## src/rtl/tcp_port_encap_pkg.sv

```systemverilog
// Shared network-processor definitions: the packed IP header, the TCP port
// field size and the encapsulator state encoding.
package tcp_port_encap_pkg;

    localparam int TCP_PORT_BYTES = 4;
    localparam int IP_HDR_W       = 160;

    typedef struct packed {
        logic [3:0]  ip_version;
        logic [3:0]  ip_ihl;
        logic [5:0]  ip_dscp;
        logic [1:0]  ip_ecn;
        logic [15:0] ip_length;
        logic [15:0] ip_identification;
        logic [2:0]  ip_flags;
        logic [12:0] ip_fragment_offset;
        logic [7:0]  ip_ttl;
        logic [7:0]  ip_protocol;
        logic [15:0] ip_header_checksum;
        logic [31:0] ip_source_ip;
        logic [31:0] ip_dest_ip;
    } ip_hdr_t;

    typedef enum logic [1:0] {
        ST_IDLE,
        ST_PORTS,
        ST_PAYLOAD
    } encap_state_e;

    // Port bytes go out big-endian: src high, src low, dest high, dest low.
    function automatic logic [7:0] port_byte(input logic [31:0] ports, input logic [1:0] idx);
        return ports[8*(3-idx) +: 8];
    endfunction

endpackage

```

## src/rtl/ip_intf.sv

```systemverilog
// IP header + 8-bit AXIS payload bundle used between network-processor stages.
interface ip_intf;
    import tcp_port_encap_pkg::*;

    logic        ip_hdr_valid;
    logic        ip_hdr_ready;
    logic [47:0] eth_dest_mac;
    logic [47:0] eth_src_mac;
    logic [15:0] eth_type;
    ip_hdr_t     ip_hdr;
    logic [7:0]  ip_payload_axis_tdata;
    logic        ip_payload_axis_tvalid;
    logic        ip_payload_axis_tready;
    logic        ip_payload_axis_tlast;
    logic        ip_payload_axis_tuser;
    logic [7:0]  ip_payload_axis_tid;
    logic [7:0]  ip_payload_axis_tdest;

    modport MASTER (
        output ip_hdr_valid, eth_dest_mac, eth_src_mac, eth_type, ip_hdr,
        output ip_payload_axis_tdata, ip_payload_axis_tvalid, ip_payload_axis_tlast,
        output ip_payload_axis_tuser, ip_payload_axis_tid, ip_payload_axis_tdest,
        input  ip_hdr_ready, ip_payload_axis_tready
    );

    modport SLAVE (
        input  ip_hdr_valid, eth_dest_mac, eth_src_mac, eth_type, ip_hdr,
        input  ip_payload_axis_tdata, ip_payload_axis_tvalid, ip_payload_axis_tlast,
        input  ip_payload_axis_tuser, ip_payload_axis_tid, ip_payload_axis_tdest,
        output ip_hdr_ready, ip_payload_axis_tready
    );

endinterface

```

## src/rtl/tcp_port_encap_skidbuffer.sv

```systemverilog
// Single-entry header holding register: accepts only when empty, drains on
// the downstream handshake.
module skidbuffer #(
    parameter int DW = 160
) (
    input  logic          i_clk,
    input  logic          i_rst,
    input  logic          i_valid,
    output logic          o_ready,
    input  logic [DW-1:0] i_data,
    output logic          o_valid,
    input  logic          i_ready,
    output logic [DW-1:0] o_data
);

    logic          full;
    logic [DW-1:0] data_q;

    always_ff @(posedge i_clk) begin
        if (i_rst) begin
            full   <= 1'b0;
            data_q <= '0;
        end else begin
            if (full && i_ready) begin
                full <= 1'b0;
            end
            if (i_valid && !full) begin
                full   <= 1'b1;
                data_q <= i_data;
            end
        end
    end

    assign o_ready = !full;
    assign o_valid = full;
    assign o_data  = data_q;

endmodule

```

## src/rtl/tcp_port_encap.sv

```systemverilog
// TCP port encapsulator: prepends {src, dest} ports to the IP payload and
// grows ip_length by the four port bytes.
module tcp_port_encap
    import tcp_port_encap_pkg::*;
(
    input  logic        i_clk,
    input  logic        i_rst,
    ip_intf.SLAVE       s_ip,
    ip_intf.MASTER      m_ip,
    input  logic [15:0] i_tcp_src,
    input  logic [15:0] i_tcp_dest,
    output logic        o_busy
);

    localparam logic [1:0] LAST_PORT_IDX = 2'(TCP_PORT_BYTES - 1);

    encap_state_e state, state_next;
    logic [1:0]   port_cnt;
    logic [31:0]  port_q;
    logic         hdr_buf_ready;
    logic         hdr_out_valid;
    logic         hdr_fire;
    ip_hdr_t      hdr_adj;
    ip_hdr_t      hdr_out;

    always_comb begin
        hdr_adj           = s_ip.ip_hdr;
        hdr_adj.ip_length = s_ip.ip_hdr.ip_length + 16'd4;
    end

    assign hdr_fire = s_ip.ip_hdr_valid && s_ip.ip_hdr_ready;

    skidbuffer #(.DW(IP_HDR_W)) u_hdr_buf (
        .i_clk   (i_clk),
        .i_rst   (i_rst),
        .i_valid (hdr_fire),
        .o_ready (hdr_buf_ready),
        .i_data  (hdr_adj),
        .o_valid (hdr_out_valid),
        .i_ready (m_ip.ip_hdr_ready),
        .o_data  (hdr_out)
    );

    assign m_ip.ip_hdr_valid          = hdr_out_valid;
    assign m_ip.ip_hdr                = hdr_out;
    assign m_ip.eth_dest_mac          = '0;
    assign m_ip.eth_src_mac           = '0;
    assign m_ip.eth_type              = '0;
    assign m_ip.ip_payload_axis_tid   = '0;
    assign m_ip.ip_payload_axis_tdest = '0;
    assign o_busy = (state != ST_IDLE) || hdr_out_valid;

    always_ff @(posedge i_clk) begin
        if (i_rst) begin
            state    <= ST_IDLE;
            port_cnt <= '0;
            port_q   <= '0;
        end else begin
            state <= state_next;
            if (hdr_fire) begin
                port_q   <= {i_tcp_src, i_tcp_dest};
                port_cnt <= '0;
            end else if (state == ST_PORTS && m_ip.ip_payload_axis_tready) begin
                port_cnt <= port_cnt + 2'd1;
            end
        end
    end

    always_comb begin
        state_next                   = state;
        s_ip.ip_hdr_ready            = 1'b0;
        s_ip.ip_payload_axis_tready  = 1'b0;
        m_ip.ip_payload_axis_tdata   = '0;
        m_ip.ip_payload_axis_tvalid  = 1'b0;
        m_ip.ip_payload_axis_tlast   = 1'b0;
        m_ip.ip_payload_axis_tuser   = 1'b0;
        case (state)
            ST_IDLE: begin
                s_ip.ip_hdr_ready = hdr_buf_ready;
                if (s_ip.ip_hdr_valid && hdr_buf_ready) begin
                    state_next = ST_PORTS;
                end
            end
            ST_PORTS: begin
                m_ip.ip_payload_axis_tvalid = 1'b1;
                m_ip.ip_payload_axis_tdata  = port_byte(port_q, port_cnt);
                if (m_ip.ip_payload_axis_tready && port_cnt == LAST_PORT_IDX) begin
                    state_next = ST_PAYLOAD;
                end
            end
            ST_PAYLOAD: begin
                // Zero-latency pass-through until the upstream tlast beat.
                m_ip.ip_payload_axis_tdata  = s_ip.ip_payload_axis_tdata;
                m_ip.ip_payload_axis_tvalid = s_ip.ip_payload_axis_tvalid;
                m_ip.ip_payload_axis_tlast  = s_ip.ip_payload_axis_tlast;
                m_ip.ip_payload_axis_tuser  = s_ip.ip_payload_axis_tuser;
                s_ip.ip_payload_axis_tready = m_ip.ip_payload_axis_tready;
                if (s_ip.ip_payload_axis_tvalid && m_ip.ip_payload_axis_tready
                        && s_ip.ip_payload_axis_tlast) begin
                    state_next = ST_IDLE;
                end
            end
            default: state_next = ST_IDLE;
        endcase
    end

endmodule
```

## src/flat_wrapper.sv

```systemverilog
// flat-port wrapper written by rule: the top's interface ports become plain ports
module tcp_port_encap_flat import tcp_port_encap_pkg::*;
  (i_clk, i_rst, i_tcp_src, i_tcp_dest, o_busy, s_ip_ip_hdr_valid, s_ip_eth_dest_mac, s_ip_eth_src_mac, s_ip_eth_type, s_ip_ip_hdr, s_ip_ip_payload_axis_tdata, s_ip_ip_payload_axis_tvalid, s_ip_ip_payload_axis_tlast, s_ip_ip_payload_axis_tuser, s_ip_ip_payload_axis_tid, s_ip_ip_payload_axis_tdest, s_ip_ip_hdr_ready, s_ip_ip_payload_axis_tready, m_ip_ip_hdr_valid, m_ip_eth_dest_mac, m_ip_eth_src_mac, m_ip_eth_type, m_ip_ip_hdr, m_ip_ip_payload_axis_tdata, m_ip_ip_payload_axis_tvalid, m_ip_ip_payload_axis_tlast, m_ip_ip_payload_axis_tuser, m_ip_ip_payload_axis_tid, m_ip_ip_payload_axis_tdest, m_ip_ip_hdr_ready, m_ip_ip_payload_axis_tready);
  ip_intf s_ip_i ();
  ip_intf m_ip_i ();
  input  logic i_clk;
  input  logic i_rst;
  input  logic [15:0] i_tcp_src;
  input  logic [15:0] i_tcp_dest;
  output logic o_busy;
  input wire logic [$bits(s_ip_i.ip_hdr_valid)-1:0] s_ip_ip_hdr_valid;
  input wire logic [$bits(s_ip_i.eth_dest_mac)-1:0] s_ip_eth_dest_mac;
  input wire logic [$bits(s_ip_i.eth_src_mac)-1:0] s_ip_eth_src_mac;
  input wire logic [$bits(s_ip_i.eth_type)-1:0] s_ip_eth_type;
  input wire logic [$bits(s_ip_i.ip_hdr)-1:0] s_ip_ip_hdr;
  input wire logic [$bits(s_ip_i.ip_payload_axis_tdata)-1:0] s_ip_ip_payload_axis_tdata;
  input wire logic [$bits(s_ip_i.ip_payload_axis_tvalid)-1:0] s_ip_ip_payload_axis_tvalid;
  input wire logic [$bits(s_ip_i.ip_payload_axis_tlast)-1:0] s_ip_ip_payload_axis_tlast;
  input wire logic [$bits(s_ip_i.ip_payload_axis_tuser)-1:0] s_ip_ip_payload_axis_tuser;
  input wire logic [$bits(s_ip_i.ip_payload_axis_tid)-1:0] s_ip_ip_payload_axis_tid;
  input wire logic [$bits(s_ip_i.ip_payload_axis_tdest)-1:0] s_ip_ip_payload_axis_tdest;
  output wire logic [$bits(s_ip_i.ip_hdr_ready)-1:0] s_ip_ip_hdr_ready;
  output wire logic [$bits(s_ip_i.ip_payload_axis_tready)-1:0] s_ip_ip_payload_axis_tready;
  output wire logic [$bits(m_ip_i.ip_hdr_valid)-1:0] m_ip_ip_hdr_valid;
  output wire logic [$bits(m_ip_i.eth_dest_mac)-1:0] m_ip_eth_dest_mac;
  output wire logic [$bits(m_ip_i.eth_src_mac)-1:0] m_ip_eth_src_mac;
  output wire logic [$bits(m_ip_i.eth_type)-1:0] m_ip_eth_type;
  output wire logic [$bits(m_ip_i.ip_hdr)-1:0] m_ip_ip_hdr;
  output wire logic [$bits(m_ip_i.ip_payload_axis_tdata)-1:0] m_ip_ip_payload_axis_tdata;
  output wire logic [$bits(m_ip_i.ip_payload_axis_tvalid)-1:0] m_ip_ip_payload_axis_tvalid;
  output wire logic [$bits(m_ip_i.ip_payload_axis_tlast)-1:0] m_ip_ip_payload_axis_tlast;
  output wire logic [$bits(m_ip_i.ip_payload_axis_tuser)-1:0] m_ip_ip_payload_axis_tuser;
  output wire logic [$bits(m_ip_i.ip_payload_axis_tid)-1:0] m_ip_ip_payload_axis_tid;
  output wire logic [$bits(m_ip_i.ip_payload_axis_tdest)-1:0] m_ip_ip_payload_axis_tdest;
  input wire logic [$bits(m_ip_i.ip_hdr_ready)-1:0] m_ip_ip_hdr_ready;
  input wire logic [$bits(m_ip_i.ip_payload_axis_tready)-1:0] m_ip_ip_payload_axis_tready;
  assign s_ip_i.ip_hdr_valid = s_ip_ip_hdr_valid;
  assign s_ip_i.eth_dest_mac = s_ip_eth_dest_mac;
  assign s_ip_i.eth_src_mac = s_ip_eth_src_mac;
  assign s_ip_i.eth_type = s_ip_eth_type;
  assign s_ip_i.ip_hdr = s_ip_ip_hdr;
  assign s_ip_i.ip_payload_axis_tdata = s_ip_ip_payload_axis_tdata;
  assign s_ip_i.ip_payload_axis_tvalid = s_ip_ip_payload_axis_tvalid;
  assign s_ip_i.ip_payload_axis_tlast = s_ip_ip_payload_axis_tlast;
  assign s_ip_i.ip_payload_axis_tuser = s_ip_ip_payload_axis_tuser;
  assign s_ip_i.ip_payload_axis_tid = s_ip_ip_payload_axis_tid;
  assign s_ip_i.ip_payload_axis_tdest = s_ip_ip_payload_axis_tdest;
  assign s_ip_ip_hdr_ready = s_ip_i.ip_hdr_ready;
  assign s_ip_ip_payload_axis_tready = s_ip_i.ip_payload_axis_tready;
  assign m_ip_ip_hdr_valid = m_ip_i.ip_hdr_valid;
  assign m_ip_eth_dest_mac = m_ip_i.eth_dest_mac;
  assign m_ip_eth_src_mac = m_ip_i.eth_src_mac;
  assign m_ip_eth_type = m_ip_i.eth_type;
  assign m_ip_ip_hdr = m_ip_i.ip_hdr;
  assign m_ip_ip_payload_axis_tdata = m_ip_i.ip_payload_axis_tdata;
  assign m_ip_ip_payload_axis_tvalid = m_ip_i.ip_payload_axis_tvalid;
  assign m_ip_ip_payload_axis_tlast = m_ip_i.ip_payload_axis_tlast;
  assign m_ip_ip_payload_axis_tuser = m_ip_i.ip_payload_axis_tuser;
  assign m_ip_ip_payload_axis_tid = m_ip_i.ip_payload_axis_tid;
  assign m_ip_ip_payload_axis_tdest = m_ip_i.ip_payload_axis_tdest;
  assign m_ip_i.ip_hdr_ready = m_ip_ip_hdr_ready;
  assign m_ip_i.ip_payload_axis_tready = m_ip_ip_payload_axis_tready;
  tcp_port_encap u_core (.i_clk(i_clk), .i_rst(i_rst), .s_ip(s_ip_i), .m_ip(m_ip_i), .i_tcp_src(i_tcp_src), .i_tcp_dest(i_tcp_dest), .o_busy(o_busy));
endmodule
```

## config.mk

```make
export PLATFORM = sky130hd
export DESIGN_NAME = tcp_port_encap_flat
export DESIGN_NICKNAME = d
export VERILOG_FILES = /design/src/rtl/tcp_port_encap_pkg.sv /design/src/rtl/ip_intf.sv /design/src/rtl/tcp_port_encap_skidbuffer.sv /design/src/rtl/tcp_port_encap.sv /design/src/flat_wrapper.sv
export SDC_FILE = /design/constraint.sdc
export NUM_CORES = 1
export LEC_CHECK = 0
export ABC_CLOCK_PERIOD_IN_PS = 3750
export BUFFER_PORTS_ARGS = -buffer_cell sky130_fd_sc_hd__buf_2
export CAP_MARGIN = 0
export CORE_AREA = 3 3 249 251
export CTS_CLUSTER_SIZE = 28
export DETAILED_ROUTE_END_ITERATION = 10
export DIE_AREA = 0 0 252 254
export GPL_TIMING_DRIVEN = 0
export PLACE_DENSITY = 0.41
export SYNTH_ARGS = -nofsm -noshare
export SYNTH_HDL_FRONTEND = slang
export SYNTH_SLANG_ARGS = --single-unit
```

## constraint.sdc

```tcl
create_clock -name i_clk -period 3.75 [get_ports i_clk]
set_clock_uncertainty 0.05 [all_clocks]
set_input_delay 0.1875 -clock i_clk [delete_from_list [all_inputs] [get_ports i_clk]]
set_output_delay 0.1875 -clock i_clk [all_outputs]
set_load 0.02 [all_outputs]
```

# == Word-level counts from Yosys, hierarchy flattened ==
# Cells that the tools add are included.
# totals
word_cells,42
register_bits,197
# classes
n_mux,12
eq_ne,6
shifts,1
n_reduce_logical,15
n_addsub,3
# ops
cell,n
$shiftx 32x33->8,1
$add 16x3->16 const B,1
$pmux 8 s2,1
$logic_and 1x1->1,8
$mux 1,6
$mux 2,3
$pmux 2 s3,1
$eq 2x2->1 const B,2
$ne 2x1->1 const B,2
$reduce_bool 2->1,2
$reduce_and 3->1,1
$sub 2x2->3 const A,1
$add 2x1->2 const B,1
$eq 2x1->1 const B,1
$logic_not 2->1,1
$ne 2x2->1 const B,1
$pmux 1 s2,1
$reduce_or 2->1,1
$logic_not 1->1,1
$logic_or 1x1->1,1

# == Longest topological paths before layout ==
# Gate-level depths: netlist (run 1).
# logic_depth
ltp_word,5
ltp_mapped,9
ltp_nobuf,6

# == Hierarchy ==
# From an unflattened synthesis (run 1), not the netlist that was laid out.
# unflattened
hier_cells,1096
area_unflattened_um2,10681.5
# by_module_without_submodules
mod,instances,seq_area_each_um2,area_per_inst_um2,cells_each
skidbuffer,1,3223.1,7787.5,735
tcp_port_encap,1,720.7,2894.0,361

# == Least setup slack after synthesis (run 1) ==
# Ideal clock, no wire load.
# synth_path
kind,reg2reg
from,reg u_core.state[0]
to,"reg u_core.u_hdr_buf.data_q[135], in the netlist u_core.u_hdr_buf.o_data[135]"
path_buffers,3
arrival_ps,1618
period_less_slack_ps,1802
required_time_ps,3566
slack_ps,1948
path_stages_with_launch,9
cell_sequence,dfxtp_1 -> inv_1 -> ha_1 -> nor2b_2 -> and2_1 -> buf_2 -> buf_4 -> buf_2 -> a211oi_1
# synth_between
elab_chain_len,4
# synth_lines
item,line,text
"start, declared",tcp_port_encap.sv:17,"encap_state_e state, state_next;"
"start signal, assigned",tcp_port_encap.sv:59,state <= state_next;
$logic_not 2->1,tcp_port_encap.sv:77,case (state)
$mux 1,tcp_port_encap.sv:77,
via s_ip_ip_hdr_ready,flat_wrapper.sv:22,output wire logic [$bits(s_ip_i.ip_hdr_ready)-1:0] s_ip_ip_hdr_ready;
$logic_and 1x1->1,tcp_port_encap.sv:31,assign hdr_fire = s_ip.ip_hdr_valid && s_ip.ip_hdr_ready;
$logic_and 1x1->1,tcp_port_encap_skidbuffer.sv:27,if (i_valid && !full) begin
"end signal, assigned",tcp_port_encap_skidbuffer.sv:29,data_q <= i_data;
"end, declared",tcp_port_encap_skidbuffer.sv:17,logic [DW-1:0] data_q;
# The timed path passes the listed nets, and every way through them passes these cells.
# A chain may end at the register's enable or synchronous reset.

# == Worst setup path in the final report (run 1) ==
# layout_path
from,reg u_core.state[0]
to,"reg u_core.u_hdr_buf.data_q[15], in the netlist u_core.u_hdr_buf.o_data[15]"
# layout_between
elab_chain_len,4
# layout_lines
item,line
$logic_not 2->1,tcp_port_encap.sv:77
$mux 1,tcp_port_encap.sv:77
$logic_and 1x1->1,tcp_port_encap.sv:31
$logic_and 1x1->1,tcp_port_encap_skidbuffer.sv:27
# Every way passes these cells.

==> key figures, run 1 <==
Worst setup path
  • Arrival time of data at the critical path endpoint: 2.84 ns
  • Terminus of the critical flop-to-flop path: u_core.u_hdr_buf.o_data[15]
  • CP max FO: 10
  • Setup slack of the most critical reg-to-reg path: 1.27 ns
  • Type of the worst setup path: reg -> reg
  • Crit path required time: 4.11 ns
  • Worst path max stage delay: 0.53 ns
  • Highest-delay cell along the critical path: clkbuf_1
  • Worst flop-to-flop path startpoint: u_core.state[0]
  • Launching element type of the critical path: flop
  • Cell-by-cell trace of the critical path: inv_1 -> ha_1 -> nor2b_2 -> nand2_2 -> buf_2 -> clkbuf_1 -> nand2_1 -> a21oi_1
  • Endpoint kind of the worst setup timing path: flop
  • Depth of the worst register-to-register path: 8

Place
  • Port-buffer cells: 381
  • Final GP Congestion: 0.796
  • Number of instances in the placed design: 2337
  • Detailed placement HPWL: 27600 um

Yosys
  • Post-synth cell types: 32
  • Dominant cells by area after synthesis: dfxtp_1 (47%), nand2_1 (16%), buf_4 (13%)
  • Post-synthesis instance area: 8390 um2
  • Sequential area share after synthesis: 47.0%
  • Synth Area per Inst: 8.02 um2
  • Cell taking the most area after synthesis: dfxtp_1
  • Yosys warns: 0
  • Yosys reg bits: 197
  • Fraction of synthesized cell area taken by the top area cell type: 47.0%
  • Gate Count Post-Synth: 1047

Routing
  • Drc violations: 0
  • Vias after detailed routing: 9084
  • Routed wire length per instance: 13.8 um
  • Number of vias per cell after detailed routing: 3.55
  • Wire length reported by the detailed router: 35200 um
  • Number of routed nets with antenna violations: 0
  • First-iteration detailed-routing DRC count: 341
  • Number of iterations in the first detailed-routing pass: 7

Floorplanning
  • Floorplan die height: 254 um
  • Full die area: 64000 um2
  • Core area: 60100 um2
  • Die Wd: 252 um
  • Boundary Pins: 639
  • Rows: 90
  • Effective utilization at floorplan: 14.0%

Clock tree
  • Clock latency at the later pin of the worst-skew pair: 0.48 ns
  • Number of buffers created by CTS: 17
  • Clock Tree Buf Depth: 2
  • Buffer cell driving the clock tree root: clkbuf_16
  • PostCTS Resize Cnt: 0
  • Max H-tree Level: 4
  • Clk sinks: 197
  • CTS tree: built
  • Setup Fix Bufs, Post-CTS: 0
  • Clock-pin slew on the worst setup and hold paths: 0.08 ns

STA
  • Slew Limit Headroom: 34.1%
  • Sum Neg Setup Slack: 0 ns
  • Share of the clock period used by the worst path: 66.2%
  • Max Fclk: 403 MHz
  • Hold Slack: 0.0547 ns
  • Unrepaired setup endpoints after global routing: no
  • Slew Limit Fails: 0
  • Transition time at the pin with the least slew margin: 0.988 ns
  • Min cycle time layout: 2.48 ns
  • # setup viols final: 0
  • Final Hold Violating Endpoints: 0

GRT
  • Global-route wire length before repair: 52300 um
  • Initial antenna violation count: 3
  • Gr ovfl total: 0
  • GRT Total Usage: 10.8%
  • Vias in the first global route: 9157
  • Pin count of the biggest net entering global routing: 18

Cells and area
  • Final instance count without filler cells: 2557
  • Total Nets Final: 2106
  • Fraction of layout instances using a drive strength above 1: 32.5%
  • Final core area utilization: 23.7%
  • Area growth from synthesis to layout: 69.8%
  • Final antenna diode count: 0

Power and ir drop
  • Largest vdd supply drop: 0.345 mV
  • Power Dens Cells: 535 nW/um2
  • Leakage power: 6.64 nW
  • Final Total Pwr: 7.62 mW

Hold path
  • Number of cells traversed by the worst hold path: 3
  • Min-delay src: s_ip_ip_hdr[133]
  • WHS Endpoint: u_core.u_hdr_buf.o_data[133]
  • Hold/Removal Path Class: in -> reg

Flow run
  • Max-cap violation count: 0

Status
  • Result of the run: completed
## cells in the final DEF, fill, tap and decap left out, types with 6 or more instances in the layout
cell             n
a211oi_1        12
a21oi_1        181
a22oi_1          8
buf_2          393
buf_4          142
clkbuf_1        42
clkbuf_16       17
conb_1         128
dfxtp_1        197
dlygate4sd3_1  188
ha_1             8
mux4_2           8
nand2_1        363
nor2_1          17
nor2b_1          9
xnor2_1          6
xor2_1           6
## worst max path at each step
stage,from,endpoint,cells past startpoint
floorplan,u_core.state[0],u_core.u_hdr_buf.o_data[135],8
global placement,u_core.state[0],u_core.u_hdr_buf.o_data[69],8
detailed placement,u_core.state[0],u_core.u_hdr_buf.o_data[9],8
CTS,u_core.state[0],u_core.u_hdr_buf.o_data[9],8
global route,u_core.state[0],u_core.u_hdr_buf.o_data[16],8
finish,u_core.state[0],u_core.u_hdr_buf.o_data[15],8
## state kept, by name, summed over array words and instances, names as in the netlist
name                      cells
u_core.u_hdr_buf.o_valid      1
u_core.state                  2
u_core.u_hdr_buf.o_data     160
u_core.port_q                32
u_core.port_cnt               2
## synth_stat cells
master	instances
nand2_1	363
dfxtp_1	197
a21oi_1	181
buf_4	142
clkbuf_1	40
nor2_1	17
a211oi_1	12
buf_2	12
nor2b_1	9
a22oi_1	8
ha_1	8
mux4_2	8
xnor2_1	6
xor2_1	6
and2_1	4
inv_1	4
nand3_1	4
nand4_1	4
nor3_1	4
mux2i_1	3
and3_1	2
buf_1	2
nand2b_1	2
a222oi_1	1
a311oi_1	1
and4_4	1
conb_1	1
nand2_2	1
nand4_4	1
nor2b_2	1
o21ai_0	1
or3_1	1
## area by class of cell
cell class / instances / area, um2
clock buffer: 20 / 447
multi-input combinational: 777 / 3630
fill: 6665 / 45900
timing repair buffer: 569 / 3790
tap: 782 / 978
clock inverter: 12 / 166
inverter: 4 / 15.0
buffer: 196 / 1280
sequential: 197 / 3940
## through the flow
step	area (um2)	worst slack (ns)
after global placement	11800	1.20
final	14200	1.27
after floorplan	8870	1.95
after global routing	14200	1.01
after CTS	14200	1.14
after detailed placement	11800	1.16
## worst max-delay path, delay by kind of cell, from the launching register on
| family | cells | cell delay (ns) |
|---|---|---|
| DFF | 1 | 0.38 |
| and+or+nand+nor | 3 | 0.52 |
| adders and majority gates | 1 | 0.23 |
| AOI/OAI and AO/OA | 1 | 0.16 |
| buffers and inverters | 3 | 1.04 |
## layer usage
| layer | track usage, % | wire length (um) | up-vias |
|---|---|---|---|
| met5 | 0 | 13 | - |
| met4 | 4.56 | 805 | 2 |
| met3 | 3.59 | 2640 | 40 |
| met2 | 18.9 | 17600 | 329 |
| met1 | 11.9 | 14100 | 4145 |
| li1 | - | - | 4568 |
## kinds of logic after synthesis
kind of cell | count (synthesis) | share of synthesized area [%]
xor gates and xnor gates | 12 | 1.25
and+or+nand+nor | 414 | 19.7
muxes | 11 | 2.50
DFF | 197 | 47.0
buffers and inverters | 200 | 15.5
AOI/OAI and AO/OA | 204 | 12.9
adders and majority gates | 8 | 1.19
other | 1 | 0.0447
## power breakdown
part / switching, mW / total [mW] / internal, mW
combinational: 1.89 / 2.92 / 1.04
sequential: 0.212 / 2.72 / 2.50
clock: 0.899 / 1.98 / 1.08
## what timing repair did
| item | in CTS | in global routing |
|---|---|---|
| hold endpoints to repair | 187 | 0 |
| setup endpoints to repair | 0 | 0 |
| hold buffers | 188 | 0 |
(Power assumes the default switching activity.)
==> run 2: changes to the inputs <==
- ABC_AREA: default -> 1
- ABC_CLOCK_PERIOD_IN_PS: 3750 -> 2400
- CORE_AREA: 3 3 249 251 -> 3 3 251 253
- DIE_AREA: 0 0 252 254 -> 0 0 254 256
- clock period: 3.75 -> 2.4 ns (I/O delays scaled with it)
==> key figures, run 2 <==
Status
  • Result of the run: completed

Yosys
  • Yosys reg bits: 197
  • Cell taking the most area after synthesis: dfxtp_1
  • Dominant cells by area after synthesis: dfxtp_1 (46%), nand2_1 (18%), buf_4 (13%)
  • Gate Count Post-Synth: 1149
  • FFs w/ async S/R, synth: 0%
  • Most frequently used cell type in the post-synthesis netlist: nand2_1
  • Yosys warns: 0
  • Synth Area per Inst: 7.46 um2
  • Number of flops mapped to enable cells by yosys: 0
  • Top cells by instance count after synthesis: nand2_1 (418), dfxtp_1 (197), nand3_1 (178)
  • Ys flop type: dfxtp_1
  • Post-synthesis instance area: 8580 um2
  • Post-synth cell types: 28
  • Sequential area share after synthesis: 46.0%
  • Fraction of synthesized cell area taken by the top area cell type: 46.0%

Worst setup path
  • Crit path required time: 2.78 ns
  • Worst path max stage delay: 0.38 ns
  • Launching element type of the critical path: flop
  • Highest-delay cell along the critical path: buf_2
  • Type of the worst setup path: reg -> reg
  • Endpoint kind of the worst setup timing path: flop
  • Arrival time of data at the critical path endpoint: 2.54 ns
  • Kind of cell adding the most delay to the critical path: buffers and inverters
  • CP max FO: 10
  • Cell-by-cell trace of the critical path: inv_1 -> ha_4 -> inv_1 -> nor2_2 -> inv_2 -> nor2_8 -> inv_4 -> buf_2 -> buf_2 -> nand3_1 -> nand2_1
  • CP Buf/Inv Count: 6

Clock tree
  • Max H-tree Level: 4
  • Clk sinks: 197
  • CTS tree: built
  • Clock Tree Buf Depth: 2
  • Setup Fix Bufs, Post-CTS: 0
  • Number of buffers created by CTS: 17
  • Buffer cell driving the clock tree root: clkbuf_16
  • Clock-pin slew on the worst setup and hold paths: 0.08 ns
  • Clock latency at the later pin of the worst-skew pair: 0.48 ns

Routing
  • Number of routed nets with antenna violations: 0
  • First-iteration detailed-routing DRC count: 348
  • Number of vias per cell after detailed routing: 3.55
  • Wire length reported by the detailed router: 36700 um
  • Drc violations: 0
  • Vias after detailed routing: 9491
  • Number of iterations in the first detailed-routing pass: 4
  • Routed wire length per instance: 13.7 um

Floorplanning
  • Die Wd: 254 um
  • Full die area: 65000 um2
  • Floorplan die height: 256 um
  • Effective utilization at floorplan: 14.0%
  • Boundary Pins: 639
  • Core area: 61300 um2
  • Rows: 91

STA
  • Max Fclk: 462 MHz
  • # setup viols final: 0
  • Final Hold Violating Endpoints: 0
  • Share of the clock period used by the worst path: 90.2%
  • Transition time at the pin with the least slew margin: 0.964 ns
  • Min cycle time layout: 2.17 ns
  • Slew Limit Fails: 0
  • Unrepaired setup endpoints after global routing: no
  • Final critical-path setup slack: 0.234 ns
  • Slew Limit Headroom: 35.7%

Cells and area
  • Leading cell types in the layout, fill and taps excluded: nand2_1 (418), buf_2 (399), dfxtp_1 (197)
  • Max FFs per register: 160
  • Final non-filler cell area: 14500 um2
  • Area growth from synthesis to layout: 69.2%
  • Leading cell type in the layout, fill and taps excluded: nand2_1
  • Fraction of layout instances using a drive strength above 1: 31.4%
  • Total Nets Final: 2215

Power and ir drop
  • Final Total Pwr: 11.7 mW
  • Power Dens Cells: 803 nW/um2
  • Leakage power: 7.71 nW
  • Largest vdd supply drop: 0.536 mV

Place
  • Post-placement setup slack: -0.138 ns
  • Total placed instance area: 12000 um2
  • Detailed placement HPWL: 28900 um
  • Final GP Congestion: 0.819
  • Port-buffer cells: 382

Hold path
  • Hold/Removal Path Class: in -> reg

GRT
  • Vias in the first global route: 9430
  • Pin count of the biggest net entering global routing: 19
  • GRT Total Usage: 11.0%
  • Global-route wire length before repair: 54200 um
  • Initial antenna violation count: 3
  • Gr ovfl total: 0

Flow run
  • Max-cap violation count: 0
run 2: changes by cell type after synthesis, sizes merged, moves of 10 or more:
| cell | delta |
|---|---|
| o21ai | +33 |
| clkbuf | -15 |
| a21oi | -159 |
| nand2 | +54 |
| a211oi | -12 |
| nor2b | -10 |
| nand3 | +174 |
| inv | +42 |
| buf | +14 |
run 2: layer usage:
layer  share of wire, %  wire (um)  vias to the layer above  global-route usage [%]
met5                  0          0                        -                       0
met4                2.4        881                        0                    4.73
met3                5.4       1970                       36                    2.46
met2                 48      17800                      321                    18.8
met1                 44      16100                     4292                    13.3
li1                   -          -                     4842                       -
run 2: cell type report:
type	count	area, um2
clock buffer	20	447
buffer	194	1320
antenna	2	5.00
sequential	197	3940
fill	6833	46700
clock inverter	12	140
tap	790	988
multi-input combinational	837	3630
inverter	47	179
timing repair buffer	577	3860
run 2: repair_timing:
| item | in CTS | in global routing |
|---|---|---|
| hold buffers | 195 | 0 |
| gates resized for setup | 4 | 11 |
| endpoints found under the hold margin | 194 | 0 |
| setup endpoints to repair | 135 | 115 |
run 2: power breakdown:
part	total, mW	switching, mW	internal, mW
logic	4.41	2.88	1.53
registers	4.25	0.334	3.92
clock network	2.99	1.49	1.50
run 2: cell families after synthesis:
kind of cell	after synthesis	share of synthesized area [%]
AND/OR/NAND/NOR	627	30.5
other	1	0.0437
AO/OA/AOI/OAI	72	4.67
XOR/XNOR	2	0.204
adder cells (fa/ha/maj)	8	1.17
buffers and inverters	242	17.4
flip-flops	197	46.0
run 2: per-stage QoR:
stage	hold WS, ns	TNS (ns)	std cells	utilization [%]
after CTS	0.0644	0	2675	23.7
after global placement	0.258	-3.38	2448	19.5
after detailed placement	0.260	-6.65	2448	19.5
final	0.136	0	2676	23.7
after floorplan	0.159	0	1276	-
after global routing	0.155	0	2676	23.7
run 2: path summary, 6_finish.rpt:
kind	startpoint	end	slack, ns	depth (start not counted)
worst min-delay path	s_ip_ip_hdr_valid	u_core.u_hdr_buf.o_data[136]	0.14	6
worst max-delay path	u_core.state[1]	u_core.u_hdr_buf.o_data[39]	0.23	11
worst max register to register	u_core.state[1]	u_core.u_hdr_buf.o_data[39]	0.23	11
worst min register to register	u_core.u_hdr_buf.o_data[67]	u_core.u_hdr_buf.o_data[67]	0.42	2
run 2: worst reg2reg max path, delay by kind of cell (launching register included):
kind	cells	cell delay, ns
fa+ha+maj	1	0.22
buf+inv	6	1.18
flops	1	0.36
simple gates	4	0.30
==> run 3: changes to the inputs <==
- CORE_AREA: 3 3 251 253 -> 2 2 250 252
- DIE_AREA: 0 0 254 256 -> 0 0 252 254
- PLACE_DENSITY: 0.41 -> 0.42
==> key figures, run 3 (synthesis gave the netlist of run 2 again) <==
Cells and area
  • Total Nets Final: 2214
  • Fill cell total of the finished layout: 6846
  • Area growth from synthesis to layout: 69.2%
  • Max FFs per register: 160
  • Leading cell type in the layout, fill and taps excluded: nand2_1
  • Leading cell types in the layout, fill and taps excluded: nand2_1 (418), buf_2 (398), dfxtp_1 (197)
  • Final non-filler cell area: 14500 um2
  • Fraction of layout instances using a drive strength above 1: 31.5%
  • Final instance count without filler cells: 2673

Worst setup path
  • Crit path required time: 2.76 ns
  • Highest-delay cell along the critical path: dfxtp_1
  • Worst path max stage delay: 0.33 ns
  • Worst flop-to-flop path startpoint: u_core.state[1]
  • CP max FO: 10
  • Dominant cell type by count on the critical path: inv_1
  • Setup slack of the most critical reg-to-reg path: 0.24 ns
  • CP Buf/Inv Count: 6
  • Endpoint kind of the worst setup timing path: flop
  • Worst setup path start: u_core.state[1]
  • Kind of cell adding the most delay to the critical path: buffers and inverters
  • Type of the worst setup path: reg -> reg
  • Arrival time of data at the critical path endpoint: 2.52 ns
  • Cell-by-cell trace of the critical path: inv_1 -> ha_4 -> inv_1 -> nor2_2 -> inv_2 -> nor2_8 -> inv_4 -> nor2_4 -> buf_6 -> buf_4 -> nand2_1 -> o21ai_0
  • Launching element type of the critical path: flop

Floorplanning
  • Core area: 61300 um2
  • Effective utilization at floorplan: 14.0%
  • Die Wd: 252 um
  • Rows: 91
  • Boundary Pins: 639
  • Floorplan die height: 254 um
  • Full die area: 64000 um2

Place
  • Post-placement setup slack: -0.136 ns
  • Final GP Congestion: 0.791
  • Number of instances in the placed design: 2448
  • Port-buffer cells: 382
  • Total placed instance area: 12000 um2
  • Detailed placement HPWL: 28400 um

Clock tree
  • Clk sinks: 197
  • Buffer cell driving the clock tree root: clkbuf_16
  • Max H-tree Level: 4
  • Clock-pin slew on the worst setup and hold paths: 0.09 ns
  • Clock Tree Buf Depth: 2
  • CTS tree: built
  • Clock latency at the later pin of the worst-skew pair: 0.49 ns
  • Number of buffers created by CTS: 17

Routing
  • Length of routed met3 wiring: 1850 um
  • Uppermost layer routed: met4
  • Vias after detailed routing: 9434
  • Routed wire length per instance: 13.4 um
  • Drc violations: 0
  • Number of vias per cell after detailed routing: 3.53
  • Number of iterations in the first detailed-routing pass: 4
  • First-iteration detailed-routing DRC count: 357
  • Wire length reported by the detailed router: 35900 um
  • Total met2 wirelength after detailed routing: 17100 um
  • Met1 wire length: 16400 um
  • Number of routed nets with antenna violations: 0

STA
  • Unrepaired setup endpoints after global routing: no
  • Transition time at the pin with the least slew margin: 1.05 ns
  • Final Hold Violating Endpoints: 0
  • Slew Limit Fails: 0
  • Final critical-path setup slack: 0.237 ns
  • Max Fclk: 462 MHz
  • Share of the clock period used by the worst path: 90.1%
  • # setup viols final: 0
  • Slew Limit Headroom: 30.0%
  • Hold Slack: 0.101 ns
  • Min cycle time layout: 2.16 ns

Hold path
  • Min-delay src: s_ip_ip_hdr[131]
  • Hold/Removal Path Class: in -> reg

GRT
  • GRT Total Usage: 10.9%
  • Vias in the first global route: 9114
  • Pin count of the biggest net entering global routing: 19
  • Initial antenna violation count: 1
  • Global-route wire length before repair: 52500 um
  • Gr ovfl total: 0

Status
  • Result of the run: completed

Power and ir drop
  • Power Dens Cells: 808 nW/um2
  • Leakage power: 7.71 nW
  • Largest vdd supply drop: 0.547 mV

Flow run
  • Max-cap violation count: 0
-- run 3: path summary, 6_finish.rpt --
| path | end | depth (start not counted) |
|---|---|---|
| max reg2reg | u_core.port_q[20] | 12 |
| min reg2reg | u_core.u_hdr_buf.o_data[117] | 2 |
| max | u_core.port_q[20] | 12 |
| min | u_core.u_hdr_buf.o_data[133] | 6 |
-- run 3: repair_timing --
action	4_1_cts	5_1_grt
endpoints found under the hold margin	194	0
setup buffers	0	0
resized for setup	3	12
setup endpoints to repair	110	110
hold buffers	194	0
-- run 3: stage by stage --
step	TNS (ns)	power (mW)	utilization, %
final	0	11.7	23.7
after detailed placement	-8.45	8.48	19.5
after CTS	0	11.9	23.7
after global placement	-3.56	8.44	19.5
after floorplan	0	6.88	-
after global routing	0	12.5	23.7
-- run 3: per-layer routing --
metal | global-route usage [%] | vias up
li1 | - | 4835
met1 | 13.8 | 4257
met2 | 17.9 | 311
met3 | 2.66 | 31
met4 | 3.79 | 0
met5 | 0 | -
-- run 3: cell type report --
class | instances | area (um2) | area share [%]
antenna | 1 | 2.50 | 0.0172
clock inverter | 14 | 165 | 1.14
inverter | 47 | 179 | 1.23
sequential | 197 | 3940 | 27.2
tap | 790 | 988 | 6.81
buffer | 194 | 1320 | 9.11
timing repair buffer | 576 | 3850 | 26.6
multi-input combinational | 837 | 3630 | 25.0
clock buffer | 17 | 425 | 2.93
-- run 3: power breakdown --
part / total (mW) / internal (mW) / switching (mW)
logic: 4.41 / 1.53 / 2.88
clock network: 3.06 / 1.56 / 1.50
registers: 4.24 / 3.92 / 0.330
total: 11.7 / 7.01 / 4.71
-- run 3: worst register-to-register path, cell delays in order (launching register included) --
cell     delay [ns]
dfxtp_1        0.33
inv_1          0.17
ha_4           0.20
inv_1          0.06
nor2_2         0.10
inv_2          0.08
nor2_8         0.18
inv_4          0.13
nor2_4         0.12
buf_6          0.19
buf_4          0.22
nand2_1        0.15
o21ai_0        0.11
